## src/rtl/regfile_pkg.sv

```systemverilog
// Shared constants, index type and hardwired-index helper for the register file.
package regfile_pkg;

    localparam int unsigned RF_WIDTH_DEF = 16;
    localparam int unsigned RF_DEPTH_DEF = 16;
    localparam int unsigned RF_AW_DEF    = $clog2(RF_DEPTH_DEF);

    typedef logic [RF_AW_DEF-1:0] rf_idx_t;

    // Index 0 is always zero; the top index is all-ones when hard_ones_top is set.
    function automatic logic is_hardwired(input int unsigned idx,
                                          input int unsigned depth,
                                          input int unsigned hard_ones_top);
        return (idx == 0) || ((hard_ones_top != 0) && (idx == depth - 1));
    endfunction

endpackage

```

## src/rtl/rf_scoreboard.sv

```systemverilog
// Pending-load scoreboard: one bit per register plus the decode stall.
// With REGFILE_BYPASS_EN a load completing this cycle releases the stall immediately.
module rf_scoreboard
    import regfile_pkg::*;
#(
    parameter int unsigned DEPTH         = RF_DEPTH_DEF,
    parameter int unsigned HARD_ONES_TOP = 1,
    localparam int unsigned AW           = $clog2(DEPTH)
) (
    input  logic             clk,
    input  logic             rst_n,
    input  logic [AW-1:0]    rr1,
    input  logic [AW-1:0]    rr2,
    input  logic             use1,
    input  logic             use2,
    input  logic             wel,
    input  logic [AW-1:0]    wrl,
    input  logic             pend_set,
    input  logic [AW-1:0]    pend_idx,
    output logic             stall,
    output logic [DEPTH-1:0] pend_vec
);

    logic [DEPTH-1:0] pend_q;
    logic [DEPTH-1:0] pend_d;
    logic             clr1;
    logic             clr2;

    // Set beats clear; hardwired indices never become pending.
    always_comb begin
        pend_d = pend_q;
        for (int unsigned i = 0; i < DEPTH; i++) begin
            if (pend_set && (pend_idx == AW'(i)) && !is_hardwired(i, DEPTH, HARD_ONES_TOP)) begin
                pend_d[i] = 1'b1;
            end else if (wel && (wrl == AW'(i))) begin
                pend_d[i] = 1'b0;
            end
        end
    end

    always_ff @(posedge clk or negedge rst_n) begin
        if (!rst_n) begin
            pend_q <= '0;
        end else begin
            pend_q <= pend_d;
        end
    end

    always_comb begin
`ifdef REGFILE_BYPASS_EN
        clr1 = wel && (wrl == rr1);
        clr2 = wel && (wrl == rr2);
`else
        clr1 = 1'b0;
        clr2 = 1'b0;
`endif
        stall = (use1 && pend_q[rr1] && !clr1) || (use2 && pend_q[rr2] && !clr2);
    end

    assign pend_vec = pend_q;

endmodule

```

## src/rtl/regfile_sb.sv

```systemverilog
// Two-read / two-write register file with pending-load scoreboard.
// Optional REGFILE_BYPASS_EN forwards same-cycle write data to the read ports.
module regfile_sb
    import regfile_pkg::*;
#(
    parameter int unsigned WIDTH         = RF_WIDTH_DEF,
    parameter int unsigned DEPTH         = RF_DEPTH_DEF,
    parameter int unsigned HARD_ONES_TOP = 1,
    localparam int unsigned AW           = $clog2(DEPTH)
) (
    input  logic             clk,
    input  logic             rst_n,
    input  logic [AW-1:0]    rr1,
    input  logic [AW-1:0]    rr2,
    input  logic             use1,
    input  logic             use2,
    output logic [WIDTH-1:0] dr1,
    output logic [WIDTH-1:0] dr2,
    input  logic             wea,
    input  logic [AW-1:0]    wra,
    input  logic [WIDTH-1:0] wda,
    input  logic             wel,
    input  logic [AW-1:0]    wrl,
    input  logic [WIDTH-1:0] wdl,
    input  logic             pend_set,
    input  logic [AW-1:0]    pend_idx,
    output logic             stall,
    output logic [DEPTH-1:0] pend_vec
);

    localparam logic [AW-1:0] TOP_IDX = AW'(DEPTH - 1);

    logic [WIDTH-1:0] mem_q [DEPTH];
    logic [WIDTH-1:0] mem_d [DEPTH];

    // Port L first so port A (younger instruction) overrides on a collision.
    always_comb begin
        mem_d = mem_q;
        if (wel && !is_hardwired(32'(wrl), DEPTH, HARD_ONES_TOP)) begin
            mem_d[wrl] = wdl;
        end
        if (wea && !is_hardwired(32'(wra), DEPTH, HARD_ONES_TOP)) begin
            mem_d[wra] = wda;
        end
    end

    always_ff @(posedge clk or negedge rst_n) begin
        if (!rst_n) begin
            for (int unsigned i = 0; i < DEPTH; i++) begin
                mem_q[i] <= '0;
            end
        end else begin
            mem_q <= mem_d;
        end
    end

    // Read muxes: hardwired indices override both storage and forwarding.
    always_comb begin
        dr1 = mem_q[rr1];
        dr2 = mem_q[rr2];
`ifdef REGFILE_BYPASS_EN
        if (wel && (wrl == rr1)) dr1 = wdl;
        if (wea && (wra == rr1)) dr1 = wda;
        if (wel && (wrl == rr2)) dr2 = wdl;
        if (wea && (wra == rr2)) dr2 = wda;
`endif
        if (rr1 == '0) begin
            dr1 = '0;
        end else if ((HARD_ONES_TOP != 0) && (rr1 == TOP_IDX)) begin
            dr1 = '1;
        end
        if (rr2 == '0) begin
            dr2 = '0;
        end else if ((HARD_ONES_TOP != 0) && (rr2 == TOP_IDX)) begin
            dr2 = '1;
        end
    end

    rf_scoreboard #(
        .DEPTH         (DEPTH),
        .HARD_ONES_TOP (HARD_ONES_TOP)
    ) u_scoreboard (
        .clk      (clk),
        .rst_n    (rst_n),
        .rr1      (rr1),
        .rr2      (rr2),
        .use1     (use1),
        .use2     (use2),
        .wel      (wel),
        .wrl      (wrl),
        .pend_set (pend_set),
        .pend_idx (pend_idx),
        .stall    (stall),
        .pend_vec (pend_vec)
    );

endmodule

```

## config.mk

```make
export PLATFORM = sky130hd
export DESIGN_NAME = regfile_sb
export DESIGN_NICKNAME = d
export VERILOG_FILES = /design/src/rtl/regfile_pkg.sv /design/src/rtl/rf_scoreboard.sv /design/src/rtl/regfile_sb.sv
export SDC_FILE = /design/constraint.sdc
export NUM_CORES = 1
export LEC_CHECK = 0
export BUFFER_PORTS_ARGS = -buffer_cell sky130_fd_sc_hd__buf_2
export CORE_AREA = 2 2 229 231
export DETAILED_ROUTE_END_ITERATION = 8
export DIE_AREA = 0 0 231 233
export HOLD_SLACK_MARGIN = 0.1
export PLACE_DENSITY = 0.48
export SETUP_SLACK_MARGIN = 0.4
export SLEW_MARGIN = 20
export SYNTH_ARGS = -nofsm -noshare
export SYNTH_HDL_FRONTEND = slang
export SYNTH_HIERARCHICAL = 1
export SYNTH_SLANG_ARGS = --single-unit
```

## constraint.sdc

```tcl
create_clock -name clk -period 3 [get_ports clk]
set_input_delay 0.15 -clock clk [delete_from_list [all_inputs] [get_ports clk]]
set_output_delay 0.15 -clock clk [all_outputs]
set_load 0.03 [all_outputs]
```

Word-level counts from Yosys, hierarchy flattened --
Index checks and enable logic that the tools add are counted.
Storage, ports and cells: register bits after elaboration 270, latch bits 0, memory bits (writable) 0, bits in read-only memories 0, input bits 59, output and inout bits 49, word-level logic and storage cells 181, memories 0
Operators by class: $add $sub $neg 0, multiply operators 0, div/mod/pow operators 0, order comparisons 8, eq/ne operators 32, shift-type cells 0, muxes and demuxes 50, bitwise logic cells 4, reduce and logical (&&, ||, !) cells 57
Operator list (number):
- bitwise mux 256 bit | 2
- two-way mux 256 bit | 2
- two-way mux 16 bit | 10
- binary-select mux 16 bit (select 4 bit) | 2
- demux 16 bit (select 4 bit) | 2
- equality test 4 bit, second input constant | 18
- logical AND 1 bit | 34
- equality test 4 x 3 -> 1 bit, second input constant | 8
- two-way mux 1 bit | 30
- nonzero test 2 bit | 14
- >= comparator 5 bit, second input constant | 4
- NOT 4 -> 5 bit | 4
- equality test 4 x 2 -> 1 bit, second input constant | 4
- logical NOT 4 bit | 4
- < comparator 4 x 5 -> 1 bit, second input constant | 2
- < comparator 5 x 1 -> 1 bit, second input constant | 2
- binary-select mux 1 bit (select 4 bit) | 2
- equality test 4 x 1 -> 1 bit, second input constant | 2
- logical OR 1 bit | 3
- logical NOT 1 bit | 2

Logic depth before layout (Yosys ltp) --
Gate-level depths: netlist of run 1.
depth after elaboration 9, gate-level depth with buffers 8, depth with buffers taken out 4

Cells and area by module --
The synthesis of run 1 kept the hierarchy.
By module, submodules not included:
- regfile_sb | instances 1, cells each 1452, area an instance 14395.1 µm², sequential area each 5630.4 µm²
- rf_scoreboard | instances 1, cells each 92, area an instance 889.6 µm², sequential area each 350.3 µm²

Worst setup path after synthesis of run 1 --
OpenSTA, ideal clock, no wires.
path kind input port to output port, start input port rr1[0], end output port dr1[10], data arrival time 1.692 ns, required time 2.850 ns, setup slack 1.158 ns, cell stages on the path 8, path buffers 4, path through buf_2 -> buf_4 -> buf_4 -> clkbuf_1 -> nand2_1 -> o22ai_1 -> a211oi_1 -> a21oi_1
Between the ends: word-level cells in the longest chain between the ends 6, elaborated cells on any way between the ends 8, those cells by class eq/ne: 1; mux: 5; bitwise: 1; reduce/logical: 1
RTL lines:
- from (decl) | line regfile_sb.sv:13 | input logic [AW-1:0] rr1,
- NOT 4 -> 5 bit (not written as such) | line regfile_sb.sv:59 | dr1 = mem_q[rr1];
- binary-select mux 16 bit (select 4 bit) | line regfile_sb.sv:59
- two-way mux 16 bit (not written as such) (2 in series) | line regfile_sb.sv:59
- two-way mux 16 bit | line regfile_sb.sv:69 | end else if ((HARD_ONES_TOP != 0) && (rr1 == TOP_IDX)) begin
- two-way mux 16 bit (*) | line regfile_sb.sv:67 | if (rr1 == '0) begin
- to (decl) | line regfile_sb.sv:17 | output logic [WIDTH-1:0] dr1,
Every way passes the cells marked *; elsewhere a longest branch is shown, timed or not. The select of a mux whose other input is x is not followed.

Worst setup path after layout of run 1 --
start register mem_q[93] (netlist bit), end output port dr1[13]
Between the ends: word-level cells in the longest chain between the ends 5
RTL lines:
- from (decl) | line regfile_sb.sv:33 | logic [WIDTH-1:0] mem_q [DEPTH];
- from (signal assigned) | line regfile_sb.sv:53 | mem_q <= mem_d;
- binary-select mux 16 bit (select 4 bit) | line regfile_sb.sv:59
- two-way mux 16 bit (not written as such) (2 in series) | line regfile_sb.sv:59
- two-way mux 16 bit | line regfile_sb.sv:69
- two-way mux 16 bit | line regfile_sb.sv:67
No other way between the ends. The select of a mux whose other input is x is not followed.

==> summary.md, run 1 <==
| Metric | Value |
|---|---|
| Synth unique cells | `51` |
| Clock skew | `0 ns` |
| Post-Syn Instances | `1,544` |
| Final core utilization | `35.1%` |
| Pwr dens | `656 nW/um^2` |
| Critical Path End Type | `output port` |
| CTS clk-pin slew, worst paths | `0.06 ns` |
| Starting Density | `29.9%` |
| Period minus WS final | `2.41 ns` |
| Routed wire length | `59,800 um` |
| Vias per cell | `5.52` |
| Comb pwr share | `27.1%` |
| # Post-CTS Setup Buffers | `0` |
| DP HPWL | `39,300 um` |
| Sequential element share of the synthesized area | `39.1%` |
| CTS tree | `done` |
| Post-CTS Hold Buffers | `49` |
| Area Growth Syn to Fin | `17.3%` |
| Placed Cells | `2,219` |
| # rows | `83` |
| Vias in the first global route | `12.4k` |
| Per-cell routed wire length | `25.8 um` |
| EDFF count, synth | `0` |
| Part of the power in registers | `40.9%` |
| Max VDD drop | `0.433 mV` |
| Footprint of the multi-input gates | `8530 um^2` |
| Via count | `12.8k` |
| First-pass GRT wire length | `87,800 um` |
| Die ar. | `53,800 um^2` |
| Startpoint types | `register` |
| Tot GR Track Use | `22.0%` |
| Clk pwr share | `32.1%` |
| Buffers on Ports | `105` |
| Fin cells | `2,321` |
| Crit path max-delay family | `compound AO/OA/AOI/OAI gates` |
| Synth Flop Type | `dfrtp_1` |
| Iteration-0 DRC Markers | `1,143` |
| H-Tree Depth | `1` |
| Gpl congestion | `0.839` |
| Leak pwr | `0.00744 uW` |
| Fin. max-slew vios | `0` |
| Antenna violations before repair | `8` |
| RSZ-0062 raised after global routing | `no` |
| Die H | `233 um` |
| Core area | `51,100 um^2` |
| Fill count | `5,125` |
| Ordered cell list for the critical path | `mux4_2, a211oi_1, a21oi_1, buf_2` |
| Final Setup Violations | `0` |
| Final routed DRC violation total | `0` |
| Crit Path Class | `reg -> out` |
| Root buf cell | `clkbuf_16` |
| Least-Margin Pin Slew | `1.22 ns` |
| Max clock buf depth | `3` |
| Worst path bufs/invs | `1` |
| I/O pin count | `108` |
| Rel. slew slack | `18.5%` |
| CP peak stage delay | `0.50 ns` |
| CTS Buf Count | `28` |
| Synthesized area per cell | `9.90 um^2` |
| Drt first pass iters | `7` |
| Net switching fraction of the power | `33.6%` |
| Commonest non-fill, non-tap cell in the layout | `mux2i_1` |
| Nets | `1,677` |
| Sequential Area | `5980 um^2` |
| ANT nets after route | `0` |
| GRT overflow | `0` |
| Crit-path slowest cell | `mux4_2` |
| Max-Cap Viols | `0` |
| Synth warn | `6` |
| Hold Crit Class | `in -> reg` |
| Synthesized cell area | `15,300 um^2` |
| Worst EP required | `2.85 ns` |
| Share of cells above drive strength 1 | `21.7%` |
| Sw Pwr | `3960 uW` |
| Clk_lat worst skew | `0.57 ns` |
| Clk sinks | `239` |
| Worst Path Max Fanout | `3` |
| Period utilisation layout | `80.4%` |
| Most frequent cells in the layout | `mux2i_1, dfrtp_1, a21oi_1` |
| Status | `complete, no violations` |
| Arrival time worst endpoint | `2.26 ns` |
| F_max | `415 MHz` |
| P_int | `7810 uW` |
| Fin. Hold Viols | `0` |
| Largest net degree at the start of global routing | `96` |
| #FFs+latches synth | `239` |
| Post-CTS resize count | `0` |
| Total negative slack | `0 ns` |
| Die width | `231 um` |
| Async set or reset register ratio after synthesis | `100%` |
per-layer routing:
metal  global-route usage (%)  vias up  wire [um]
li1                         -     5801          -
met2                     34.2      491      26900
met5                        0        -         84
met4                     8.61       12       2370
met3                     3.22      127       3700
met1                     30.9     6391      26700
tightest hold or removal path, cell delays in order:
cell and delay [ns]:
buf_2 0.18, nand2_1 0.16, o21ai_0 0.09, o21ai_0 0.08
cells in the mapped netlist (30+ instances only):
| cell | n | area, um^2 |
|---|---|---|
| nand2_1 | 124 | 465 |
| buf_2 | 45 | 225 |
| a221o_1 | 30 | 300 |
| clkbuf_1 | 92 | 345 |
| mux2i_1 | 281 | 2810 |
| mux2_2 | 47 | 529 |
| a21oi_1 | 162 | 811 |
| dfrtp_1 | 239 | 5980 |
| mux4_2 | 48 | 1080 |
| o21ai_0 | 107 | 536 |
| nor2_1 | 133 | 499 |
| o22ai_1 | 32 | 200 |
path summary, 6_finish.rpt:
kind / end / from / slack, ns / cells after the start
min: u_scoreboard/pend_vec[7] / wrl[0] / 0.13 / 4
min in group asynchronous: mem_q[144] / rst_n / 0.23 / 2
max in group asynchronous: mem_q[122] / rst_n / 1.81 / 3
max reg2reg: u_scoreboard/pend_vec[2] / u_scoreboard/pend_vec[2] / 1.68 / 3
min reg2reg: mem_q[242] / mem_q[242] / 0.38 / 0
max: dr1[13] / mem_q[93] / 0.59 / 4
cells by family after synthesis:
group	after synthesis	synth area share [%]
buf+inv	172	5.50
flops	239	39.1
other cells	1	0.0245
mux	378	29.3
simple gates	348	10.4
compound gates	406	15.6
metrics by stage:
step / total power [uW] / cell area, um^2 / worst slack, ns / hold WS (ns)
finish: 11800 / 17900 / 0.589 / 0.133
global route: 12300 / 17900 / 0.536 / 0.155
CTS: 11800 / 17900 / 0.570 / 0.104
detailed placement: 7930 / 16400 / 0.674 / 0.268
global placement: 7870 / 16400 / 0.715 / 0.264
floorplan: 6810 / 15300 / 1.16 / -0.146
sequential cells by signal (all words and copies together), names as in the netlist:
signal,flops
mem_q,225
u_scoreboard/pend_vec,14
cell type report:
class                      instances  area share [%]
clock inverter                    10           0.733
antenna                            2          0.0279
clock buffer                      41            4.91
timing repair buffer             213            8.59
inverter                           2          0.0419
multi-input combinational       1134            47.6
sequential                       239            33.4
tap                              680            4.75
power groups by stage:
stage,Clock (uW),Combinational [uW],Sequential (uW)
after detailed placement,0,3100,4830
after floorplan,0,2200,4610
after global placement,0,3050,4810
after CTS,3840,3170,4780
final,3770,3180,4810
after global routing,3950,3440,4910
Note: power is estimated with default switching activity, not from simulation.
==> run 2, diff against run 1 <==
==> constraint.sdc (replaced) <==
create_clock -name clk -period 2.3 [get_ports clk]
set_input_delay 0.115 -clock clk [delete_from_list [all_inputs] [get_ports clk]]
set_output_delay 0.115 -clock clk [all_outputs]
set_load 0.03 [all_outputs]
==> summary.md, run 2 (synthesized netlist as in run 1, its figures left out) <==
| Metric | Value |
|---|---|
| Crit path max-delay family | `multiplexers (was compound AO/OA/AOI/OAI gates)` |
| Vias per cell | `5.51 (was 5.52)` |
| Hold Crit Class | `in -> reg (unchanged)` |
| Period minus WS final | `2.27 ns` |
| Most frequent cells in the layout | `mux2i_1, dfrtp_1, a21oi_1 (unchanged)` |
| Max reg flops | `225 (unchanged)` |
| Max VDD drop | `0.512 mV (was 0.433 mV)` |
| Fin. Hold Viols | `0 (unchanged)` |
| Rel. slew slack | `21.2% (was 18.5%)` |
| Largest net degree at the start of global routing | `60 (was 96)` |
| Root buf cell | `clkbuf_16 (unchanged)` |
| Worst EP required | `2.18 ns (was 2.85 ns)` |
| Worst Path Max Fanout | `3 (unchanged)` |
| Clock skew | `0 ns (unchanged)` |
| Die ar. | `53,800 um^2 (unchanged)` |
| Via count | `13.3k (was 12.8k)` |
| Crit Path Class | `reg -> out (unchanged)` |
| Worst hold slack | `0.153 ns (was 0.133 ns)` |
| Commonest non-fill, non-tap cell in the layout | `mux2i_1 (unchanged)` |
| Leak pwr | `0.00801 uW (was 0.00744 uW)` |
| First-pass GRT wire length | `91,400 um (was 87,800 um)` |
| Final core utilization | `37.6% (was 35.1%)` |
| Nets | `1,771 (was 1,677)` |
| Antenna Cells | `0 (was 2)` |
| Least-Margin Pin Slew | `1.18 ns (was 1.22 ns)` |
| Startpoint types | `register (unchanged)` |
| Clk sinks | `239 (unchanged)` |
| Worst path bufs/invs | `2 (was 1)` |
| Pwr dens | `836 nW/um^2 (was 656 nW/um^2)` |
| Buffers on Ports | `105 (unchanged)` |
| Fin. max-slew vios | `0 (unchanged)` |
| # rows | `83 (unchanged)` |
| Status | `complete, no violations (unchanged)` |
| ANT nets after route | `0 (unchanged)` |
| CP peak stage delay | `0.55 ns (was 0.50 ns)` |
| CTS tree | `done (unchanged)` |
| Area Growth Syn to Fin | `25.8% (was 17.3%)` |
| DP HPWL | `40,800 um (was 39,300 um)` |
| Pwr Total | `16,100 uW (was 11,800 uW)` |
| Die width | `231 um (unchanged)` |
| Clk_lat worst skew | `0.56 ns (was 0.57 ns)` |
| RSZ-0062 raised after global routing | `yes (was no)` |
| GRT overflow | `0 (unchanged)` |
| F_max | `441 MHz` |
| Starting Density | `29.9% (unchanged)` |
| Tot GR Track Use | `22.9% (was 22.0%)` |
| Final routed DRC violation total | `0 (unchanged)` |
| Iteration-0 DRC Markers | `1,122 (was 1,143)` |
| Per-cell routed wire length | `25.7 um (was 25.8 um)` |
| Arrival time worst endpoint | `2.15 ns (was 2.26 ns)` |
| Routed wire length | `61,900 um (was 59,800 um)` |
| H-Tree Depth | `1 (unchanged)` |
| CTS clk-pin slew, worst paths | `0.07 ns (was 0.06 ns)` |
| Max clock buf depth | `3 (unchanged)` |
| CTS Buf Count | `27 (was 28)` |
| Share of cells above drive strength 1 | `29.3% (was 21.7%)` |
| Final Setup Violations | `0 (unchanged)` |
| Antenna violations before repair | `3 (was 8)` |
| Ordered cell list for the critical path | `mux4_2, a211oi_4, a21oi_2, buf_4, buf_6 (was mux4_2, a211oi_1, a21oi_1, buf_2)` |
| Biggest register | `mem_q (unchanged)` |
| Gpl congestion | `0.858 (was 0.839)` |
| Total negative slack | `0 ns (unchanged)` |
| Drt first pass iters | `7 (unchanged)` |
| Vias in the first global route | `13.3k (was 12.4k)` |
| Fill count | `5,137 (was 5,125)` |
| Max-Cap Viols | `0 (unchanged)` |
| Core area | `51,100 um^2 (unchanged)` |
| Crit-path slowest cell | `mux4_2 (unchanged)` |
| I/O pin count | `108 (unchanged)` |
| Die H | `233 um (unchanged)` |
| Period utilisation layout | `98.6%` |
| Critical Path End Type | `output port (unchanged)` |
[run 2: changes by cell type in the layout (fill, tap and decap cells not counted), moves of 15 or more]
| cell | previous run | this run |
|---|---|---|
| buf_6 | 0 | 26 |
| buf_4 | 57 | 142 |
| o221ai_2 | 0 | 15 |
| o221ai_1 | 16 | 1 |
| buf_2 | 101 | 70 |
| a21oi_2 | 0 | 18 |
| a21oi_1 | 162 | 144 |
[run 2: power by group]
part	internal (uW)	switching, uW
clock network	2790	1910
logic	2550	2510
registers	5280	1030
total	10600	5450
[run 2: worst paths after layout]
path / from / endpoint / slack [ns] / cells after the start
worst max-delay path: mem_q[78] / dr1[14] / 0.03 / 5
worst min-delay path: wrl[1] / u_scoreboard/pend_vec[6] / 0.15 / 4
worst max register to register: u_scoreboard/pend_vec[3] / u_scoreboard/pend_vec[3] / 0.87 / 4
worst min register to register: mem_q[242] / mem_q[242] / 0.39 / 0
max in group asynchronous: rst_n / u_scoreboard/pend_vec[9] / 1.01 / 4
min in group asynchronous: rst_n / mem_q[192] / 0.58 / 3
[run 2: area by class of cell]
cell class	count	area (um^2)	area share [%]
multi-input combinational	1134	8870	46.1
tap	680	851	4.43
clock inverter	14	176	0.918
inverter	2	7.51	0.0390
timing repair buffer	308	2570	13.4
sequential	239	5980	31.1
clock buffer	36	769	4.00
[run 2: per-layer routing]
layer  up-vias  track usage, %  routed length (um)
met2       474            37.1               29000
met5         -               0                  43
met3       106            3.85                3730
met1      6724            31.0               27400
li1       5985               -                   -
met4         6            7.66                1760
[run 2: worst min-delay path, delay by kind of cell]
family,cells,cell delay [ns]
buffers and inverters,1,0.19
and+or+nand+nor,1,0.19
AOI/OAI and AO/OA,2,0.18
[run 2: what timing repair did]
item | in CTS | in global routing
setup endpoints to repair | 33 | 36
buffers inserted | 54 | 12
hold buffers | 55 | 0
gates resized for setup | 103 | 28
pin swaps | 38 | 18
endpoints found under the hold margin | 477 | 0
[run 2: metrics by stage]
stage | std cells | instance area (um^2) | setup slack [ns]
6_report | 2413 | 19200 | 0.0322
3_3_place_gp | 2244 | 16700 | 0.198
2_1_floorplan | 1545 | 15300 | 0.528
5_1_grt | 2413 | 19200 | -0.0179
3_5_place_dp | 2244 | 16700 | 0.170
4_1_cts | 2403 | 19000 | 0.0284
